===== config.mk =====
export PLATFORM = sky130hd
export DESIGN_NAME = pipe_hazard_ctrl
export DESIGN_NICKNAME = d
export VERILOG_FILES = /design/src/rtl/hazard_pkg.sv /design/src/rtl/pipe_hazard_ctrl_src_match.sv /design/src/rtl/pipe_hazard_ctrl.sv
export SDC_FILE = /design/constraint.sdc
export NUM_CORES = 1
export LEC_CHECK = 0
export BUFFER_PORTS_ARGS = -buffer_cell sky130_fd_sc_hd__clkbuf_2
export CAP_MARGIN = 10
export CELL_PAD_IN_SITES_DETAIL_PLACEMENT = 0
export CELL_PAD_IN_SITES_GLOBAL_PLACEMENT = 2
export CORE_MARGIN = 3
export CORE_UTILIZATION = 32
export CTS_BUF_LIST = sky130_fd_sc_hd__clkbuf_2 sky130_fd_sc_hd__clkbuf_4 sky130_fd_sc_hd__clkbuf_8
export DETAILED_ROUTE_END_ITERATION = 7
export PLACE_DENSITY = 0.95
export RECOVER_POWER = 100
export SKIP_CTS_REPAIR_TIMING = 1
export SKIP_LAST_GASP = 1
export SLEW_MARGIN = 20
export SYNTH_ARGS = -nofsm -noshare
export SYNTH_HDL_FRONTEND = slang
export SYNTH_SLANG_ARGS = --single-unit
export TNS_END_PERCENT = 1

===== constraint.sdc =====
create_clock -name clk -period 5.1 [get_ports clk]
set_input_delay 1.275 -clock clk [delete_from_list [all_inputs] [get_ports clk]]
set_output_delay 1.275 -clock clk [all_outputs]
set_load 0.01 [all_outputs]

===== src/rtl/hazard_pkg.sv =====
// Shared types and limits for the pipeline hazard controller.
package hazard_pkg;

    typedef enum logic [1:0] {
        HZ_RUN      = 2'd0,
        HZ_MEM_WAIT = 2'd1,
        HZ_TIMEOUT  = 2'd2
    } hz_state_e;

    localparam logic [3:0] REG_PC      = 4'hF;
    localparam logic [7:0] WAIT_LIMIT  = 8'd255;
    localparam int         STALL_CNT_W = 16;

endpackage


===== src/rtl/pipe_hazard_ctrl_src_match.sv =====
// Flags a used ID source operand that the EX instruction is about to write.
// Writes to the PC register are never forwarded, so they never match.
module src_match
    import hazard_pkg::*;
(
    input  logic [3:0] src,
    input  logic       use_src,
    input  logic [3:0] ex_reg_dst,
    output logic       hit
);

    assign hit = use_src && (src == ex_reg_dst) && (ex_reg_dst != REG_PC);

endmodule


===== src/rtl/pipe_hazard_ctrl.sv =====
// Stall/flush controller: load-use interlock, branch flush and data-memory wait
// with a timeout that parks the pipeline until reset.
//
//  state     | meaning
//  RUN       | normal issue; load-use stall and branch flush evaluated here
//  MEM_WAIT  | data memory busy; whole pipeline frozen, wait_cnt running
//  TIMEOUT   | memory never answered; pipeline frozen until reset
module pipe_hazard_ctrl
    import hazard_pkg::*;
(
    input  logic                   clk,
    input  logic                   reset,
    input  logic [3:0]             id_rn,
    input  logic [3:0]             id_rm,
    input  logic [3:0]             id_rs,
    input  logic                   id_use_rn,
    input  logic                   id_use_rm,
    input  logic                   id_use_rs,
    input  logic                   id_branch_taken,
    input  logic [3:0]             ex_reg_dst,
    input  logic                   ex_load,
    input  logic                   mem_req,
    input  logic                   mem_ready,
    output logic                   pc_we,
    output logic                   if_id_we,
    output logic                   id_ex_we,
    output logic                   ex_mem_we,
    output logic                   if_id_flush,
    output logic                   id_ex_bubble,
    output logic [1:0]             state,
    output logic [STALL_CNT_W-1:0] stall_count,
    output logic                   mem_timeout
);

    localparam logic [1:0] RUN      = HZ_RUN;
    localparam logic [1:0] MEM_WAIT = HZ_MEM_WAIT;
    localparam logic [1:0] TIMEOUT  = HZ_TIMEOUT;

    logic       hit_rn, hit_rm, hit_rs;
    logic       load_use;
    logic       mem_stall;
    logic [7:0] wait_cnt;

    src_match u_match_rn (.src(id_rn), .use_src(id_use_rn), .ex_reg_dst(ex_reg_dst), .hit(hit_rn));
    src_match u_match_rm (.src(id_rm), .use_src(id_use_rm), .ex_reg_dst(ex_reg_dst), .hit(hit_rm));
    src_match u_match_rs (.src(id_rs), .use_src(id_use_rs), .ex_reg_dst(ex_reg_dst), .hit(hit_rs));

    assign load_use  = ex_load && (hit_rn || hit_rm || hit_rs);
    assign mem_stall = mem_req && !mem_ready;

    always_comb begin
        pc_we        = 1'b0;
        if_id_we     = 1'b0;
        id_ex_we     = 1'b0;
        ex_mem_we    = 1'b0;
        if_id_flush  = 1'b0;
        id_ex_bubble = 1'b0;
        if (!reset) begin
            id_ex_bubble = 1'b1;
        end else begin
            case (state)
                RUN: begin
                    if (mem_stall) begin
                        pc_we = 1'b0;
                    end else if (load_use) begin
                        // Hold PC and IF/ID, let EX drain, inject a bubble behind it.
                        id_ex_we     = 1'b1;
                        ex_mem_we    = 1'b1;
                        id_ex_bubble = 1'b1;
                    end else begin
                        pc_we       = 1'b1;
                        if_id_we    = 1'b1;
                        id_ex_we    = 1'b1;
                        ex_mem_we   = 1'b1;
                        if_id_flush = id_branch_taken;
                    end
                end
                MEM_WAIT: begin
                    pc_we     = mem_ready;
                    if_id_we  = mem_ready;
                    id_ex_we  = mem_ready;
                    ex_mem_we = mem_ready;
                end
                default: pc_we = 1'b0;
            endcase
        end
    end

    always_ff @(posedge clk) begin
        if (!reset) begin
            state       <= RUN;
            wait_cnt    <= 8'd0;
            stall_count <= '0;
            mem_timeout <= 1'b0;
        end else begin
            if (!pc_we && stall_count != {STALL_CNT_W{1'b1}})
                stall_count <= stall_count + 1'b1;
            case (state)
                RUN: begin
                    wait_cnt <= 8'd0;
                    if (mem_stall)
                        state <= MEM_WAIT;
                end
                MEM_WAIT: begin
                    if (mem_ready) begin
                        state    <= RUN;
                        wait_cnt <= 8'd0;
                    end else if (wait_cnt == WAIT_LIMIT) begin
                        state       <= TIMEOUT;
                        mem_timeout <= 1'b1;
                        wait_cnt    <= 8'd0;
                    end else begin
                        wait_cnt <= wait_cnt + 8'd1;
                    end
                end
                default: state <= TIMEOUT;
            endcase
        end
    end

endmodule


==> results of run 1 <==
-- state kept, by name, summed over array words and instances, names as in the netlist --
register	count
mem_timeout	1
stall_count	16
wait_cnt	8
state	2
-- cell families after synthesis --
family | Yosys count | share of synthesized area [%]
xor+xnor | 15 | 8.13
flops | 27 | 33.4
mux | 3 | 1.86
compound gates | 42 | 18.3
fa+ha+maj | 2 | 1.55
simple gates | 87 | 32.6
buf+inv | 13 | 4.10
-- final cells by class --
class                   instances  area (um2)  share of cell area, %
clock inverters                 1        7.51                  0.398
well taps                      67        83.8                   4.45
flip-flops and latches         27         541                   28.7
multi-input cells             149         980                   52.0
inverters                       5        18.8                  0.996
repair buffers                 49         213                   11.3
clock buffers                   3        41.3                   2.19
-- worst paths after layout --
check                         to  slack, ns  depth (start not counted)
setup / recovery           pc_we       0.85                          6
hold / removal       mem_timeout       0.48                          2
setup reg to reg  stall_count[1]       2.24                          6
hold reg to reg      mem_timeout       0.48                          2
-- routing by layer --
| metal | vias up | share of wire [%] |
|---|---|---|
| met5 | - | 0 |
| met4 | 0 | 0.58 |
| met3 | 2 | 3.9 |
| met2 | 29 | 49 |
| met1 | 710 | 47 |
| li1 | 786 | - |
-- through the flow --
step / utilization (%) / total power [mW] / hold WS, ns / instance area, um2
6_report: 39.1 / 0.408 / 0.481 / 1880
5_1_grt: 39.1 / 0.427 / 0.531 / 1880
4_1_cts: 40.4 / 0.419 / 0.488 / 1950
3_5_place_dp: 39.4 / 0.293 / 0.463 / 1900
3_3_place_gp: 39.4 / 0.292 / 0.459 / 1900
2_1_floorplan: - / 0.269 / 0.467 / 1620
-- power breakdown --
part	leakage [nW]	internal [mW]	switching, mW
registers	0.218	0.214	0.00528
logic	0.455	0.0244	0.0383
clock network	0.0217	0.0555	0.0710
-- worst min-delay path: stages (launching register included) --
cell	delay [ns]
dfxtp_1	0.34
a21oi_1	0.04
nor2_1	0.07
-- cells in the final DEF, fill, tap and decap left out, types with 3 or more instances in the layout --
cell type  instances
and4_1             3
clkbuf_2          23
and3_1             6
nand3_1            9
xor2_1            11
dfxtp_1           27
xnor2_1            4
nand2b_1           5
nand2_1           17
nor2_1            13
mux2i_1            3
nand4_1            3
clkbuf_1          26
clkbuf_8           3
o41ai_1            3
inv_1              4
nor4_1             4
or3_1              9
o21ai_0           10
nor2b_1            4
a21oi_1           13
==> metrics.txt, run 1 <==
CP startpoint reset; Synthesized Nets 216; vias per cell 5.07; Fin Clk Skew 0.00295 ns; Crit path required time 3.83 ns; CP most frequent cell clkbuf_1; Routability Congestion approximately 0.73; CTS Buffer Depth 2; Die Ht 77.1 um; PwrDens between 200 and 250 mW/mm2; TritonCTS buffer count 3; capturing element type of the critical path primary output; Worst Setup Start Kind input port; Clk Latency, worst-skew pair between 0.2 and 0.3 ns; Synth top area share 33.4%; outcome complete, but fails checks; Final Net Count 262; Largest delay share family, worst path compound AO/OA/AOI/OAI gates; Filler Cell Count 543; vias in the first global route 1418; Max-Cap Viols 1; VDD IR-drop max 0.106 mV; Worst Hold Launch mem_timeout; Tmin final 4.25 ns; met2 Usage GRT a little under a quarter; placed insts between 200 and 300; Crit Path Category in2out; arrival time worst endpoint approximately 3.0 ns; worst-margin pin slew around 1.8 ns; IO Port Bufs 49; setup tns final 0 ns; most frequent cell after synthesis dfxtp_1; H-tree levels 1; Synth top cells by count dfxtp_1 (27), nand2_1 (17), a21oi_1 (13), nor2_1 (13), xor2_1 (11); Antenna diodes 0; Seq/Total Area, Yosys 33.4%; via count 1527; Synth-to-Final Area Change 16.6%; drt wl/cell 12.6 um; FMAX 0.235 GHz; RSZ-0062 raised after global routing no; worst slack at placement 0.954 ns; max_slew headroom -18.0%; setup violators final 0; drt drc 0; initial antenna violation count 0; RR Startpoint state[1]; Core Box Area slightly below 0.005 mm2; Pleak 0.695 nW; Die Width 77.1 um; total grt overflow 0; first-pass GRT wire length 6.41 mm; post-DP HPWL 2.95 mm; CP cell instances clkbuf_1 -> nand2b_1 -> nor2_2 -> o41ai_1 -> o31ai_2 -> clkbuf_1; Starting Density 33.6%; share of post-route cells with drive strength above 1 15.0%; Crit path largest cell delay 0.60 ns; Mapped Area ~0.0016 mm2; fin cells 301; Reg clk slew, reported paths 0.10 ns; Final Hold Fails 0; EDFF count, synth 0; area leader, netlist dfxtp_1; clock tree root driver cell clkbuf_8; Synth Register Bits 27; Max Slew Vio Count 19; largest net degree at the start of global routing 19; Worst Hold Class reg2reg; Cell variety after synth 50; clock sinks 27; CP max FO 14; Routed WL 3.78 mm; Top Usage Layer GRT met2; period utilisation layout 83.4%; DR pass1 iterations 4; syn avg cell area 8.55 um2; fraction of registers with async set/reset 0%; Initial DRC Count slightly above 80; Syn. warnings 0; Buf+Inv Stages, Crit Path 2; total die area about 0.006 mm2; CTS tree built; post-route ant nets 0; GRT Overall Usage about 13%; GR Util met1 16.1%; synth top area cells dfxtp_1 (33%), xor2_1 (6.0%), a21oi_1 (4.0%), nand2_1 (3.9%), or3_1 (3.5%); Slowest cell on crit path o31ai_2; FP Rows 25; Syn Inst Count 189; M3 GR Usage 3.05%; Final WS setup 0.849 ns; failing checks max-capacitance violations, max-slew violations; Ports 50; ys flop type dfxtp_1
Power figures use the tool's default switching activity.
==> inputs of run 2 (changes only) <==
--- a/config.mk
+++ b/config.mk
@@ -10,10 +10,10 @@
 export CELL_PAD_IN_SITES_DETAIL_PLACEMENT = 0
 export CELL_PAD_IN_SITES_GLOBAL_PLACEMENT = 2
 export CORE_MARGIN = 3
-export CORE_UTILIZATION = 32
+export CORE_UTILIZATION = 30
 export CTS_BUF_LIST = sky130_fd_sc_hd__clkbuf_2 sky130_fd_sc_hd__clkbuf_4 sky130_fd_sc_hd__clkbuf_8
 export DETAILED_ROUTE_END_ITERATION = 7
-export PLACE_DENSITY = 0.95
+export PLACE_DENSITY = 0.92
 export RECOVER_POWER = 100
 export SKIP_CTS_REPAIR_TIMING = 1
 export SKIP_LAST_GASP = 1
==> constraint.sdc (replaced) <==
create_clock -name clk -period 4.3 [get_ports clk]
set_input_delay 1.075 -clock clk [delete_from_list [all_inputs] [get_ports clk]]
set_output_delay 1.075 -clock clk [all_outputs]
set_load 0.01 [all_outputs]
==> run 2 against run 1 <==
  * The run now ends clean
  * First-iteration DRC count rose by 33%
  * Clock skew is 0.0037 ns higher
  * Non-clock buffer count increased by 1
  * Combinational power grew 17%
  * Sequential share of layout area rose by 0.057 points
  * Largest cell class unchanged
  * Highest routed layer unchanged
==> metrics.txt, run 2 (synthesized netlist as in run 1, its figures left out) <==
VDD IR-drop max 0.161 mV; Top reg by flops stall_count; commonest non-fill, non-tap cell in the layout dfxtp_1; commonest non-fill, non-tap cells in the layout dfxtp_1 (27), clkbuf_1 (26), clkbuf_2 (24); Starting Density 31.3%; CTS Buffer Depth 2; power after layout 480 uW; total grt overflow 0; Reg clk slew, reported paths approximately 0.1 ns; first-pass GRT wire length 6.46 mm; FP Rows 26; Max-Cap Viols 0; leading registers by flop count stall_count (16), wait_cnt (8), state (2); Worst Hold Class reg2reg; Final Net Count 263; clock tree root driver cell clkbuf_8; flip-flop count of the largest register after layout 16; Die Ht 79.4 um; worst-margin pin slew 0.743 ns; CP max FO 5; DR pass1 iterations 4; PwrDens 255 mW/mm2; Worst Setup Start Kind input port; clock sinks 27; max_slew headroom 49.9%; capturing element type of the critical path primary output; drt wl/cell 12.5 um; share of post-route cells with drive strength above 1 14.9%; via count around 1500; outcome finished clean; TritonCTS buffer count 3; CTS tree built; drt drc 0; vias in the first global route 1401; Filler Cell Count 559; period utilisation layout 89.7%; total die area 0.00631 mm2; setup tns final 0 ns; post-DP HPWL about 2.9 mm; arrival time worst endpoint 2.78 ns; RSZ-0062 raised after global routing no; setup violators final 0; post-route ant nets 0; Initial DRC Count 108; initial antenna violation count 0; Crit Path Category in2out; Clk Latency, worst-skew pair 0.27 ns; vias per cell 4.98; FMAX 0.259 GHz; Synth-to-Final Area Change 16.3%; Max Slew Vio Count 0; Ports 50; Core Box Area 0.00517 mm2; H-tree levels 1; Final Hold Fails 0; GRT Overall Usage between 10% and 20%; Fin Clk Skew 0.00664 ns; Die Width 79.4 um; Pleak 0.699 nW; Routability Congestion 0.745; Routed WL 3.80 mm; Antenna diodes 0; Tmin final 3.86 ns; largest net degree at the start of global routing 19; IO Port Bufs 49; Crit path required time around 3.2 ns
-- run 2: cell types whose count changed in the layout (fill, tap and decap cells not counted), sizes merged --
cell    before  now
clkbuf      52   53
-- run 2: routing by layer --
metal  track usage [%]  share of wire, %
met1              15.7                47
met2              22.3                49
met3              2.37               3.7
met4              2.06              0.39
met5                 0                 0
-- run 2: worst max-delay path: stages --
cell      delay, ns
clkbuf_1       0.15
xor2_1         0.19
nor4_1         0.59
o311ai_0       0.30
o41ai_1        0.28
clkbuf_1       0.19
-- run 2: worst paths after layout --
path,slack (ns),end,startpoint,cells after the start
setup reg to reg,2.03,stall_count[0],state[1],7
hold / removal,0.48,mem_timeout,mem_timeout,2
setup / recovery,0.44,id_ex_bubble,ex_reg_dst[1],6
hold reg to reg,0.48,mem_timeout,mem_timeout,2
-- run 2: final cells by class --
| type | instances | area (um2) | share of cell area, % |
|---|---|---|---|
| inverter | 5 | 18.8 | 0.998 |
| multi-input combinational | 149 | 967 | 51.4 |
| sequential | 27 | 541 | 28.7 |
| clock buffer | 3 | 41.3 | 2.20 |
| tap | 70 | 87.6 | 4.66 |
| timing repair buffer | 50 | 218 | 11.6 |
| clock inverter | 1 | 7.51 | 0.399 |
-- run 2: per-stage QoR --
stage | area, um2 | util (%) | hold slack (ns) | std cells | setup slack (ns)
final | 1880 | 36.4 | 0.476 | 305 | 0.444
after floorplan | 1620 | - | 0.467 | 189 | 0.950
after detailed placement | 1910 | 36.9 | 0.466 | 301 | 0.524
after CTS | 1960 | 37.9 | 0.488 | 305 | 0.521
after global routing | 1880 | 36.4 | 0.514 | 305 | 0.286
after global placement | 1910 | 36.9 | 0.460 | 301 | 0.610
-- run 2: power breakdown --
group	total (mW)	switching (mW)	internal, mW
Combinational	0.0731	0.0444	0.0287
Sequential	0.260	0.00640	0.254
Clock	0.147	0.0815	0.0658
Total	0.480	0.132	0.348
